### src/rtl/rd_port_40x64b_1_to_8_arb_pkg.sv
// Shared register-file read/write port constants, tracking-entry type and helpers.
// Also used by the 8-to-1 write-port mux.
package rd_port_40x64b_1_to_8_arb_pkg;

  localparam int unsigned NumRdPorts = 8;
  localparam int unsigned RfDepth    = 40;
  localparam int unsigned RfAddrW    = 6;
  localparam int unsigned RfDataW    = 64;
  localparam int unsigned PtrW       = $clog2(NumRdPorts);

  typedef logic [NumRdPorts-1:0] port_oh_t;
  typedef logic [RfAddrW-1:0]    rf_addr_t;
  typedef logic [RfDataW-1:0]    rf_data_t;
  typedef logic [PtrW-1:0]       port_idx_t;

  // One in-flight read: requester tag (all-zero for an idle slot), address, range error.
  typedef struct packed {
    port_oh_t tag;
    rf_addr_t addr;
    logic     err;
  } trk_t;

  function automatic port_idx_t oh_to_idx(input port_oh_t oh);
    port_idx_t idx;
    idx = '0;
    for (int unsigned k = 0; k < NumRdPorts; k++) begin
      if (oh[k]) idx = idx | PtrW'(k);
    end
    return idx;
  endfunction

  function automatic logic addr_oob(input rf_addr_t addr);
    return addr >= RfAddrW'(RfDepth);
  endfunction

endpackage

### src/rtl/rd_port_40x64b_1_to_8_arb_rr_arb_8.sv
// Combinational 8-way round-robin arbiter: first asserted request at or after the
// pointer (wrapping) wins. The pointer register lives in the parent.
module rr_arb_8
  import rd_port_40x64b_1_to_8_arb_pkg::*;
(
  input  logic [NumRdPorts-1:0] req_i,
  input  logic [PtrW-1:0]       ptr_i,
  output logic [NumRdPorts-1:0] gnt_o
);

  always_comb begin
    logic            found;
    logic [PtrW-1:0] idx;
    gnt_o = '0;
    found = 1'b0;
    idx   = '0;
    for (int unsigned i = 0; i < NumRdPorts; i++) begin
      idx = ptr_i + PtrW'(i);
      if (!found && req_i[idx]) begin
        gnt_o[idx] = 1'b1;
        found      = 1'b1;
      end
    end
  end

endmodule

### src/rtl/rd_port_40x64b_1_to_8_arb.sv
// 8-requester read port for a 40x64b register file: round-robin issue, latency tracking
// and one-hot response return. Define RD_PORT_WR_BYPASS_EN for write-to-read forwarding.
module rd_port_40x64b_1_to_8_arb
  import rd_port_40x64b_1_to_8_arb_pkg::*;
#(
  parameter int unsigned RdLatency = 1
) (
  input  logic                      clk_i,
  input  logic                      rst_ni,
  input  logic [NumRdPorts-1:0]     req_i,
  input  logic [NumRdPorts*RfAddrW-1:0] req_addr_i,
  output logic [NumRdPorts-1:0]     gnt_o,
  output logic                      rf_rd_en_o,
  output logic [RfAddrW-1:0]        rf_rd_addr_o,
  input  logic [RfDataW-1:0]        rf_rd_data_i,
`ifdef RD_PORT_WR_BYPASS_EN
  input  logic                      wr_en_i,
  input  logic [RfAddrW-1:0]        wr_addr_i,
  input  logic [RfDataW-1:0]        wr_data_i,
`endif
  output logic [NumRdPorts-1:0]     rsp_valid_o,
  output logic [RfDataW-1:0]        rsp_data_o,
  output logic                      rsp_err_o
);

  port_idx_t ptr_q, ptr_d;
  port_oh_t  arb_gnt;
  rf_addr_t  grant_addr;
  rf_addr_t  rf_rd_addr_q;
  trk_t      issue;
  trk_t      head;
  trk_t      pipe_q [RdLatency];

  port_oh_t  rsp_valid_q, rsp_valid_d;
  rf_data_t  rsp_data_q, rsp_data_d;
  logic      rsp_err_q, rsp_err_d;

  rr_arb_8 u_rr_arb_8 (
    .req_i (req_i),
    .ptr_i (ptr_q),
    .gnt_o (arb_gnt)
  );

  // Grant is combinational but must read as zero while reset is held.
  assign gnt_o      = rst_ni ? arb_gnt : '0;
  assign rf_rd_en_o = |gnt_o;

  always_comb begin
    grant_addr = '0;
    for (int unsigned k = 0; k < NumRdPorts; k++) begin
      if (gnt_o[k]) grant_addr = req_addr_i[RfAddrW*k +: RfAddrW];
    end
  end

  assign rf_rd_addr_o = rf_rd_en_o ? grant_addr : rf_rd_addr_q;
  assign ptr_d        = rf_rd_en_o ? oh_to_idx(gnt_o) + PtrW'(1) : ptr_q;

  always_comb begin
    issue.tag  = gnt_o;
    issue.addr = grant_addr;
    issue.err  = rf_rd_en_o && addr_oob(grant_addr);
  end

  assign head = pipe_q[RdLatency-1];

  always_comb begin
    rsp_valid_d = head.tag;
    rsp_err_d   = head.err;
    rsp_data_d  = rsp_data_q;
    if (|head.tag) begin
      rsp_data_d = head.err ? '0 : rf_rd_data_i;
`ifdef RD_PORT_WR_BYPASS_EN
      if (wr_en_i && (wr_addr_i == head.addr) && !head.err) rsp_data_d = wr_data_i;
`endif
    end
  end

  always_ff @(posedge clk_i or negedge rst_ni) begin
    if (!rst_ni) begin
      ptr_q        <= '0;
      rf_rd_addr_q <= '0;
      for (int unsigned i = 0; i < RdLatency; i++) pipe_q[i] <= '0;
      rsp_valid_q  <= '0;
      rsp_data_q   <= '0;
      rsp_err_q    <= 1'b0;
    end else begin
      ptr_q <= ptr_d;
      if (rf_rd_en_o) rf_rd_addr_q <= grant_addr;
      pipe_q[0] <= issue;
      for (int unsigned i = 1; i < RdLatency; i++) pipe_q[i] <= pipe_q[i-1];
      rsp_valid_q <= rsp_valid_d;
      rsp_data_q  <= rsp_data_d;
      rsp_err_q   <= rsp_err_d;
    end
  end

  assign rsp_valid_o = rsp_valid_q;
  assign rsp_data_o  = rsp_data_q;
  assign rsp_err_o   = rsp_err_q;

endmodule

### config.mk
export PLATFORM = sky130hd
export DESIGN_NAME = rd_port_40x64b_1_to_8_arb
export DESIGN_NICKNAME = d
export VERILOG_FILES = /design/src/rtl/rd_port_40x64b_1_to_8_arb_pkg.sv /design/src/rtl/rd_port_40x64b_1_to_8_arb_rr_arb_8.sv /design/src/rtl/rd_port_40x64b_1_to_8_arb.sv
export SDC_FILE = /design/constraint.sdc
export NUM_CORES = 1
export LEC_CHECK = 0
export ABC_CLOCK_PERIOD_IN_PS = 6000
export CORE_AREA = 2 2 153 155
export CTS_CLUSTER_DIAMETER = 200
export DETAILED_ROUTE_END_ITERATION = 12
export DIE_AREA = 0 0 155 157
export SLEW_MARGIN = 20
export SYNTH_ARGS = -nofsm -noshare
export SYNTH_HDL_FRONTEND = slang
export SYNTH_SLANG_ARGS = --single-unit
### constraint.sdc
create_clock -name clk_i -period 6 [get_ports clk_i]
set_clock_uncertainty 0.1 [all_clocks]
set_input_delay 1.2 -clock clk_i [delete_from_list [all_inputs] [get_ports clk_i]]
set_output_delay 1.2 -clock clk_i [all_outputs]
set_load 0.01 [all_outputs]
==> out/results.ini, run 1 <==
[critical_path]
cp.arrival_ns=4.57
critPathCaptureType=primary output
reg2reg_depth=17
reg2reg_to=ptr_q[2]
ff2ff_setup_slack_ns=1.25
critPathRequiredTime_ns=4.70
crit_path_frequent_cell=buf_4
cp_slowest_cell=mux4_2
rr_startpoint=ptr_q[1]
crit_chain=dlygate4sd2_1, buf_4, mux4_2, buf_4, mux2i_4, a211oi_1, o311ai_0, o211ai_1, o2bb2ai_4, buf_6, a22oi_1, nand2_1, a221oi_1, o21ai_1, buf_2
path_class=input pin to primary output
crit_fanout=7
start_kind=input pin
slowest_delay_ns=0.53

[global_route]
grt_start_max_net_pins=66
grt_pass1_wl_um=30400
first_global_vias=5573
grt_antenna_before_repair=0
grt_usage_pct=15.8
grt-ovfl-total=0

[die]
die_w_um=155
die_area_um2=24300
rows=55
start_util_pct=24.9
io_pins=210
fp.dieH_um=157
core-area_um2=22500

[worst_hold_path]
min_from=rsp_valid_d[7]
min-delay-path-class=register to register
worst_hold_path.endpoint=rsp_valid_o[7]
worstHoldPathCells=0

[place]
place_ws_ns=-0.385
place_congestion=0.890
io_buffer_count=209
dp_hpwl_um=14800

[logic_synthesis]
synthSimpleGateAreaFrac_pct=28.9
synth_mux_area_share_pct=8.88
mappedNetlistNets=743
synth_top_family_by_area=simple AND/OR/NAND/NOR gates
synth_common_cells=167 x nand2_1, 91 x dfrtp_1, 65 x nand3b_1
ys_seq_area_share_pct=40.6
synth-xor-area-share_pct=0.759
synth_flop_cell=dfrtp_1
syn_avg_cell_area_um2=9.13
synth_most_common_cell=nand2_1
synth_top_area_share_pct=40.6
synth_fa_ha_area_share_pct=1.56
synth_seq_cells=91
synth_async_sr_flop_share_pct=100
ys_top_cells_by_area=dfrtp_1 41%, nand2_1 11%, nand3b_1 8.7%
yosysWarnings=0
synth_top_cell_by_area=dfrtp_1
synth_compound_area_share_pct=13.7
synth_cells=614
synth_edf_count=0
ys_types=78
syn-cell-area_um2=5610

[route]
drc=0
ant_nets=0
vias=5678
drtIter0Drc=468
wl_um=19800
first_pass_iters=5
wl_per_cell_um=16.9
viasPerCell=4.83

[power]
p_sw_mw=2.79
combPwrFrac_pct=73.1
seqPwrFrac_pct=17.3
vdd_ir_drop_max_uv=371
swShare_pct=44.8
p_int_mw=3.44
leakage_nw=3.96
p_clk_share_pct=9.6
p_per_area_nw_per_um2=696

[clock_network]
cts_root_buffer=clkbuf_16
h-tree-depth=3
hold_buffers=0
cts-buffers-inserted=9
clock_sinks=91
clk_pin_slew_ns=0.08
clockBufferDepth=2
cts_tree=done
clk_latency_ns=0.34

[sta]
fin_crit_sh_pct=97.9
fmax_mhz=170
hold_viol_final=0
period_minus_slack_ns=5.87
setup_ws_ns=0.129
tightest_slew_ns=0.755
slew_viol_final=0
setup_violations=0
maxSlewHeadroom_pct=49.7

[run_status]
status=finished clean

[final_layout]
area.growth.synth_to_final_pct=59.6
n_fill_cell=2268
diodes=0
final_util_pct=39.7
fin_nets=1014
final_layout_size_suffix_gt1_share_pct=20.6

[flow_run]
max_cap_violations=0

timing repair:
item	in CTS	in global routing
resized for setup	32	21
endpoints found under the setup margin	8	8
pin swaps	9	12
buffers inserted	12	6
flip-flops by register name (all words and copies together) (netlist names):
name          cells
ptr_q             3
rf_rd_addr_q      6
rsp_data_o       64
rsp_err_d         1
rsp_err_o         1
rsp_valid_d       8
rsp_valid_o       8
logic make-up after synthesis:
group	after synthesis
AOI/OAI and AO/OA	97
and+or+nand+nor	320
muxes	34
DFF	91
xor gates and xnor gates	4
buffers and inverters	61
adders and majority gates	7
routing by layer:
layer	vias up	wire (µm)	global-route usage (%)
li1	2709	-	-
met1	2685	8410	20.4
met2	256	9630	26.5
met3	28	1460	3.63
met4	0	348	4.54
met5	-	0	0
worst max-delay path by stage:
| stage | startpoint | cells after the start | endpoint | slack (ns) |
|---|---|---|---|---|
| final | req_i[7] | 15 | rf_rd_addr_o[2] | 0.13 |
| after global placement | req_i[7] | 14 | rf_rd_addr_o[0] | -0.30 |
| after floorplan | ptr_q[0] | 16 | rf_rd_addr_o[2] | 0.68 |
| after global routing | req_i[7] | 14 | rf_rd_addr_o[4] | -0.02 |
| after CTS | req_i[4] | 15 | rf_rd_addr_o[2] | 0.0003 |
| after detailed placement | req_i[7] | 14 | rf_rd_addr_o[2] | -0.38 |
per-stage QoR:
step	total power [mW]	cell area, µm²	std cells	hold slack [ns]	setup TNS (ns)
2_1_floorplan	3.60	5610	614	0.254	0
3_3_place_gp	5.41	8400	1141	0.258	-1.84
3_5_place_dp	5.42	8400	1141	0.262	-2.38
4_1_cts	6.13	8820	1169	0.270	0
5_1_grt	6.73	8940	1175	0.271	-0.0181
6_report	6.23	8940	1175	0.264	0
cells in the final DEF, fill, tap and decap left out, drive strengths merged, types with 7 or more instances in the layout:
cell	netlist	layout
inv	15	18
o21ai	19	19
buf	22	101
nand2	167	167
nand3b	65	65
ha	7	7
dfrtp	91	91
mux4	8	8
a21oi	8	8
nand2b	7	7
clkbuf	24	10
clkdlybuf4s50	0	192
o22ai	7	7
and3	9	9
a31oi	8	8
mux2	17	17
mux2i	9	9
dlygate4sd2	0	7
nor2	25	25
nand3	16	16
critical path: cells and delay by family:
family,cells,cell delay [ns]
AO/OA/AOI/OAI,7,1.62
buffers and inverters,5,0.86
multiplexers,2,0.78
AND/OR/NAND/NOR,1,0.10
power by group through the flow:
| stage | clock network [mW] | logic (mW) | registers [mW] |
|---|---|---|---|
| 2_1_floorplan | 0 | 2.41 | 1.19 |
| 3_3_place_gp | 0 | 4.33 | 1.08 |
| 3_5_place_dp | 0 | 4.33 | 1.09 |
| 4_1_cts | 0.616 | 4.44 | 1.08 |
| 5_1_grt | 0.645 | 4.97 | 1.11 |
| 6_report | 0.597 | 4.55 | 1.08 |
cell type report:
cell class                 instances  area (µm²)  area share [%]
tap                              285         357            3.99
multi-input combinational        462        3130            35.0
sequential                        91        2280            25.5
clock buffer                       9         225            2.52
timing repair buffer             306        2810            31.4
clock inverter                     7        91.3            1.02
inverter                          15        58.8           0.657
No activity file was read; power rests on OpenSTA's default activity.
==> run 2: changes to the inputs <==
--- a/config.mk
+++ b/config.mk
@@ -5,9 +5,10 @@
 export SDC_FILE = /design/constraint.sdc
 export NUM_CORES = 1
 export LEC_CHECK = 0
-export ABC_CLOCK_PERIOD_IN_PS = 6000
+export ABC_CLOCK_PERIOD_IN_PS = 7450
 export CORE_AREA = 2 2 153 155
 export CTS_CLUSTER_DIAMETER = 200
+export CTS_CLUSTER_SIZE = 30
 export DETAILED_ROUTE_END_ITERATION = 12
 export DIE_AREA = 0 0 155 157
 export SLEW_MARGIN = 20
==> constraint.sdc (replaced) <==
create_clock -name clk_i -period 7.45 [get_ports clk_i]
set_clock_uncertainty 0.1 [all_clocks]
set_input_delay 1.49 -clock clk_i [delete_from_list [all_inputs] [get_ports clk_i]]
set_output_delay 1.49 -clock clk_i [all_outputs]
set_load 0.01 [all_outputs]
==> run 2 against run 1 <==
  * Sequential power decreased by 21%
  * Critical endpoint is now rf_rd_addr_o[4]
  * Clock power down 17%
  * Worst hold slack improved by 0.015 ns
  * Power fell by 26%
  * Largest power group unchanged
==> out/results.ini, run 2 (synthesis gave the netlist of run 1 again) <==
[sta]
whs_ns=0.279  ; was 0.264 ns
setup_ws_ns=0.229  ; was 0.129 ns
period_minus_slack_ns=7.22
rsz0062_at_grt=false
maxSlewHeadroom_pct=44.1  ; was 49.7%
slew_viol_final=0  ; unchanged
fmax_mhz=138
setup_violations=0  ; unchanged
fin_crit_sh_pct=96.9
hold_viol_final=0  ; unchanged
finalSetupTns_ns=0  ; unchanged
tightest_slew_ns=0.838  ; was 0.755 ns

[clock_network]
clock_sinks=91  ; unchanged
cts_tree=done  ; unchanged
cts-buffers-inserted=9  ; unchanged
h-tree-depth=3  ; unchanged
hold_buffers=0  ; unchanged
clk_pin_slew_ns=0.07  ; was 0.08 ns
clockBufferDepth=2  ; unchanged
clk_latency_ns=0.33  ; was 0.34 ns
cts_root_buffer=clkbuf_16  ; unchanged

[place]
dpl.cell_count=1076  ; was 1141
place_ws_ns=0.200  ; was -0.385 ns
dp_hpwl_um=14100  ; was 14800 µm
io_buffer_count=209  ; unchanged
place_congestion=0.935  ; was 0.890
dpl_cell_area_um2=7910  ; was 8400 µm²

[power]
vdd_ir_drop_max_uv=456  ; was 371 µV
p_sw_mw=2.12  ; was 2.79 mW
p_clk_share_pct=10.9  ; was 9.6%
totalPowerFinal_mw=4.58  ; was 6.23 mW
leakage_nw=3.52  ; was 3.96 nW
p_int_mw=2.47  ; was 3.44 mW
swShare_pct=46.2  ; was 44.8%
combPwrFrac_pct=70.4  ; was 73.1%
p_per_area_nw_per_um2=553  ; was 696 nW/µm²
seqPwrFrac_pct=18.7  ; was 17.3%

[critical_path]
crit_fanout=13  ; was 7
start_kind=input pin  ; unchanged
path_class=input pin to primary output  ; unchanged
ff2ff_setup_slack_ns=2.76  ; was 1.25 ns
critPathRequiredTime_ns=5.86  ; was 4.70 ns
critPathCaptureType=primary output  ; unchanged
cp.arrival_ns=5.63  ; was 4.57 ns
reg2reg_depth=14  ; was 17

[final_layout]
most-common-layout-cells=208 x clkdlybuf4s50_1, 166 x nand2_1, 91 x dfrtp_1  ; was 192 x clkdlybuf4s50_1, 165 x nand2_1, 96 x buf_4
fin_nets=934  ; was 1014
final_layout_size_suffix_gt1_share_pct=10.4  ; was 20.6%
post_layout_nonfiller_instances=1095  ; was 1175
final_cell_area_um2=8290  ; was 8940 µm²
final_common_cell=clkdlybuf4s50_1  ; unchanged
largest_reg_flops=64  ; unchanged
area.growth.synth_to_final_pct=47.8  ; was 59.6%
final_util_pct=36.8  ; was 39.7%
diodes=0  ; unchanged

[die]
die_w_um=155  ; unchanged
io_pins=210  ; unchanged
start_util_pct=24.9  ; unchanged
core-area_um2=22500  ; unchanged
rows=55  ; unchanged
fp.dieH_um=157  ; unchanged
die_area_um2=24300  ; unchanged

[worst_hold_path]
min-delay-path-class=register to register  ; unchanged
worstHoldPathCells=0  ; unchanged

[run_status]
status=finished clean  ; unchanged

[route]
first_pass_iters=5  ; unchanged
drtIter0Drc=388  ; was 468
drc=0  ; unchanged
ant_nets=0  ; unchanged
vias=5354  ; was 5678
viasPerCell=4.89  ; was 4.83
wl_um=19300  ; was 19800 µm
wl_per_cell_um=17.6  ; was 16.9 µm

[global_route]
grt_pass1_wl_um=29400  ; was 30400 µm
grt_antenna_before_repair=0  ; unchanged
first_global_vias=5101  ; was 5573
grt_usage_pct=15.2  ; was 15.8%
grt-ovfl-total=0  ; unchanged
grt_start_max_net_pins=66  ; unchanged

[flow_run]
max_cap_violations=0  ; unchanged

## run 2: cell types whose count changed in the layout (fill, tap and decap cells not counted), sizes merged
| cell | previous run | this run |
|---|---|---|
| buf | 101 | 18 |
| bufinv | 1 | 2 |
| clkbuf | 10 | 9 |
| clkdlybuf4s15 | 2 | 0 |
| clkdlybuf4s50 | 192 | 208 |
| clkinv | 2 | 3 |
| clkinvlp | 1 | 0 |
| dlygate4sd2 | 7 | 0 |
| dlymetal6s2s | 3 | 0 |
| inv | 18 | 17 |
## run 2: worst max-delay path, stage by stage
cell,delay (ns)
clkdlybuf4s50_1,0.60
mux4_2,0.46
nor2_1,0.08
mux4_2,0.64
nand3_2,0.20
o211ai_1,0.22
a22oi_2,0.39
inv_2,0.17
a2bb2oi_1,0.16
nand3_1,0.09
o31ai_1,0.40
a21o_1,0.16
clkdlybuf4s50_1,0.56
## run 2: repair_timing
action	in CTS	in global routing
endpoints found under the setup margin	0	3
hold endpoints to repair	0	0
resized for setup	0	3
setup buffers	0	3
## run 2: cell type report
| class | count | area (µm²) |
|---|---|---|
| Tap cell | 285 | 357 |
| Sequential cell | 91 | 2280 |
| Clock buffer | 9 | 225 |
| Multi-Input combinational cell | 462 | 3050 |
| Fill cell | 2255 | 14200 |
| Timing Repair Buffer | 226 | 2220 |
| Inverter | 15 | 58.8 |
| Clock inverter | 7 | 98.8 |
## run 2: path summary, 6_finish.rpt
kind	startpoint	end
max reg2reg	ptr_q[1]	ptr_q[2]
min	rsp_valid_d[5]	rsp_valid_o[5]
min in group asynchronous	rst_ni	rsp_data_o[1]
max in group asynchronous	rst_ni	rsp_data_o[44]
max	req_i[0]	rf_rd_addr_o[4]
min reg2reg	rsp_valid_d[5]	rsp_valid_o[5]
## run 2: per-layer routing
layer	track usage [%]	vias up	wire [µm]
li1	-	2550	-
met1	20.4	2574	8570
met2	25.4	214	9240
met3	2.81	16	1200
met4	3.70	0	256
met5	0	-	0
## run 2: power groups by stage
stage / Sequential (mW) / Clock (mW) / Combinational (mW)
2_1_floorplan: 0.958 / 0 / 1.94
3_3_place_gp: 0.856 / 0 / 3.19
3_5_place_dp: 0.868 / 0 / 3.19
4_1_cts: 0.859 / 0.515 / 3.20
5_1_grt: 0.883 / 0.533 / 3.52
6_report: 0.857 / 0.498 / 3.23
==> run 3: changes to the inputs <==
--- a/config.mk
+++ b/config.mk
@@ -11,6 +11,7 @@
 export CTS_CLUSTER_SIZE = 30
 export DETAILED_ROUTE_END_ITERATION = 12
 export DIE_AREA = 0 0 155 157
+export PLACE_DENSITY = 0.52
 export SLEW_MARGIN = 20
 export SYNTH_ARGS = -nofsm -noshare
 export SYNTH_HDL_FRONTEND = slang
==> run 3 against run 2 <==
  * Die area is the same
  * Sequential power grew 2%
  * First-iteration DRC count is 22% higher
  * Wire length increased by 8.7%
  * Count of clock-buffer cells in the layout rose by 1
  * Worst setup slack improved by 0.015 ns
  * Core utilization is 0.10 points higher
  * Largest power group unchanged
==> out/results.ini, run 3 (synthesis gave the netlist of run 1 again) <==
[route]
vias=5395  ; was 5354
first_pass_iters=5  ; unchanged
wl_per_cell_um=19.0  ; was 17.6 µm
ant_nets=0  ; unchanged
drc=0  ; unchanged
wl_um=20900  ; was 19300 µm
drtIter0Drc=474  ; was 388
viasPerCell=4.89  ; about the same

[final_layout]
final_cell_area_um2=8310  ; was 8290 µm²
diodes=0  ; unchanged
n_fill_cell=2322  ; was 2255
final_layout_size_suffix_gt1_share_pct=11.4  ; was 10.4%
area.growth.synth_to_final_pct=48.2  ; was 47.8%
final_common_cell=clkdlybuf4s50_1  ; unchanged
fin_nets=943  ; was 934
largest_reg_flops=64  ; unchanged
most-common-layout-cells=208 x clkdlybuf4s50_1, 166 x nand2_1, 91 x dfrtp_1  ; unchanged
post_layout_nonfiller_instances=1104  ; was 1095

[sta]
finalSetupTns_ns=0  ; unchanged
tightest_slew_ns=0.861  ; was 0.838 ns
rsz0062_at_grt=false  ; unchanged
fin_crit_sh_pct=96.7  ; was 96.9%
maxSlewHeadroom_pct=42.4  ; was 44.1%
fmax_mhz=139  ; was 138 MHz
whs_ns=0.277  ; was 0.279 ns
setup_ws_ns=0.244  ; was 0.229 ns
setup_violations=0  ; unchanged
period_minus_slack_ns=7.21  ; was 7.22 ns
slew_viol_final=0  ; unchanged
hold_viol_final=0  ; unchanged

[global_route]
grt_start_max_net_pins=66  ; unchanged
grt_pass1_wl_um=31700  ; was 29400 µm
grt-ovfl-total=0  ; unchanged
first_global_vias=5208  ; was 5101
grt_usage_pct=16.9  ; was 15.2%
grt_antenna_before_repair=0  ; unchanged

[critical_path]
critPathCaptureType=primary output  ; unchanged
cp.arrival_ns=5.62  ; was 5.63 ns
crit_path_frequent_cell=clkdlybuf4s50_1
start_kind=input pin  ; unchanged
cp_num_buf_inv=3  ; unchanged
cp_slowest_cell=mux4_1  ; was mux4_2
slowest_delay_ns=0.65  ; was 0.64 ns
crit_fanout=8  ; was 13
ff2ff_setup_slack_ns=2.53  ; was 2.76 ns
path_class=input pin to primary output  ; unchanged
crit_chain=clkdlybuf4s50_1, mux4_1, mux2_4, a2111oi_4, a41o_1, o2bb2ai_1, a211oi_2, nand2b_2, inv_2, a221o_1, o21ai_1, nand3_1, clkdlybuf4s50_1  ; was clkdlybuf4s50_1, mux4_2, nor2_1, mux4_2, nand3_2, o211ai_1, a22oi_2, inv_2, a2bb2oi_1, nand3_1, o31ai_1, a21o_1, clkdlybuf4s50_1
critPathRequiredTime_ns=5.86  ; about the same
critPathTopFamily=compound AO/OA/AOI/OAI gates  ; was buffers and inverters

[place]
dp_hpwl_um=15600  ; was 14100 µm
dpl.cell_count=1080  ; was 1076
place_ws_ns=0.0938  ; was 0.200 ns
io_buffer_count=209  ; unchanged
place_congestion=0.875  ; was 0.935
dpl_cell_area_um2=7940  ; was 7910 µm²

[clock_network]
h-tree-depth=3  ; unchanged
cts_root_buffer=clkbuf_16  ; unchanged
clockBufferDepth=2  ; unchanged
cts_tree=done  ; unchanged
clk_pin_slew_ns=0.07  ; about the same
clock_sinks=91  ; unchanged
cts-buffers-inserted=9  ; unchanged
clk_latency_ns=0.35  ; was 0.33 ns

[flow_run]
max_cap_violations=0  ; unchanged

[power]
p_per_area_nw_per_um2=553  ; about the same
leakage_nw=3.54  ; was 3.52 nW
vdd_ir_drop_max_uv=253  ; was 456 µV

[die]
die_w_um=155  ; unchanged
start_util_pct=24.9  ; unchanged
rows=55  ; unchanged
die_area_um2=24300  ; unchanged
core-area_um2=22500  ; unchanged
io_pins=210  ; unchanged
fp.dieH_um=157  ; unchanged

[run_status]
status=finished clean  ; unchanged

[worst_hold_path]
min-delay-path-class=register to register  ; unchanged

-- run 3: cell count changes in the layout (fill, tap and decap cells not counted), moves of 2 or more --
| cell | delta |
|---|---|
| o2bb2ai_4 | -2 |
| bufinv_16 | -2 |
| buf_4 | +8 |
| clkinvlp_4 | +2 |
| clkinv_2 | -2 |
| o2bb2ai_2 | +2 |
-- run 3: what timing repair did --
| action | in CTS | in global routing |
|---|---|---|
| hold buffers | 0 | 0 |
| gates resized for setup | 0 | 1 |
| setup endpoints to repair | 0 | 4 |
| setup buffers | 0 | 8 |
-- run 3: worst paths after layout --
kind                                 from              end  cells past startpoint
max                              req_i[6]  rf_rd_addr_o[5]                     13
min reg2reg                rsp_valid_d[5]   rsp_valid_o[5]                      0
max in group asynchronous          rst_ni   rsp_data_o[25]                      3
min                        rsp_valid_d[5]   rsp_valid_o[5]                      0
min in group asynchronous          rst_ni         ptr_q[1]                      1
max reg2reg                      ptr_q[1]         ptr_q[2]                     14
-- run 3: cell type report --
| cell class | instances | area (µm²) | area share, % |
|---|---|---|---|
| multi-input combinational | 462 | 3020 | 36.4 |
| timing repair buffer | 235 | 2300 | 27.7 |
| sequential | 91 | 2280 | 27.4 |
| tap | 285 | 357 | 4.29 |
| clock buffer | 10 | 239 | 2.88 |
| inverter | 15 | 58.8 | 0.708 |
| clock inverter | 6 | 55.1 | 0.663 |
-- run 3: stage by stage --
stage | power [mW] | util (%)
after detailed placement | 4.13 | 35.3
after CTS | 4.59 | 36.6
after floorplan | 2.90 | -
after global routing | 4.97 | 36.9
after global placement | 4.14 | 35.3
final | 4.59 | 36.9
-- run 3: report_power, final --
part / switching [mW] / total [mW] / internal [mW]
Combinational: 1.83 / 3.27 / 1.44
Sequential: 0.121 / 0.872 / 0.751
Clock: 0.211 / 0.453 / 0.243
Total: 2.16 / 4.59 / 2.43
-- run 3: routing by layer --
layer  GRT usage [%]  routed length (µm)  share of wire, %  vias up
met5               0                   0                 0        -
met4            3.70                 221               1.1        0
met3            5.04                1610               7.7       20
met2            27.5                9760                47      218
met1            22.3                9340                45     2587
li1                -                   -                 -     2570
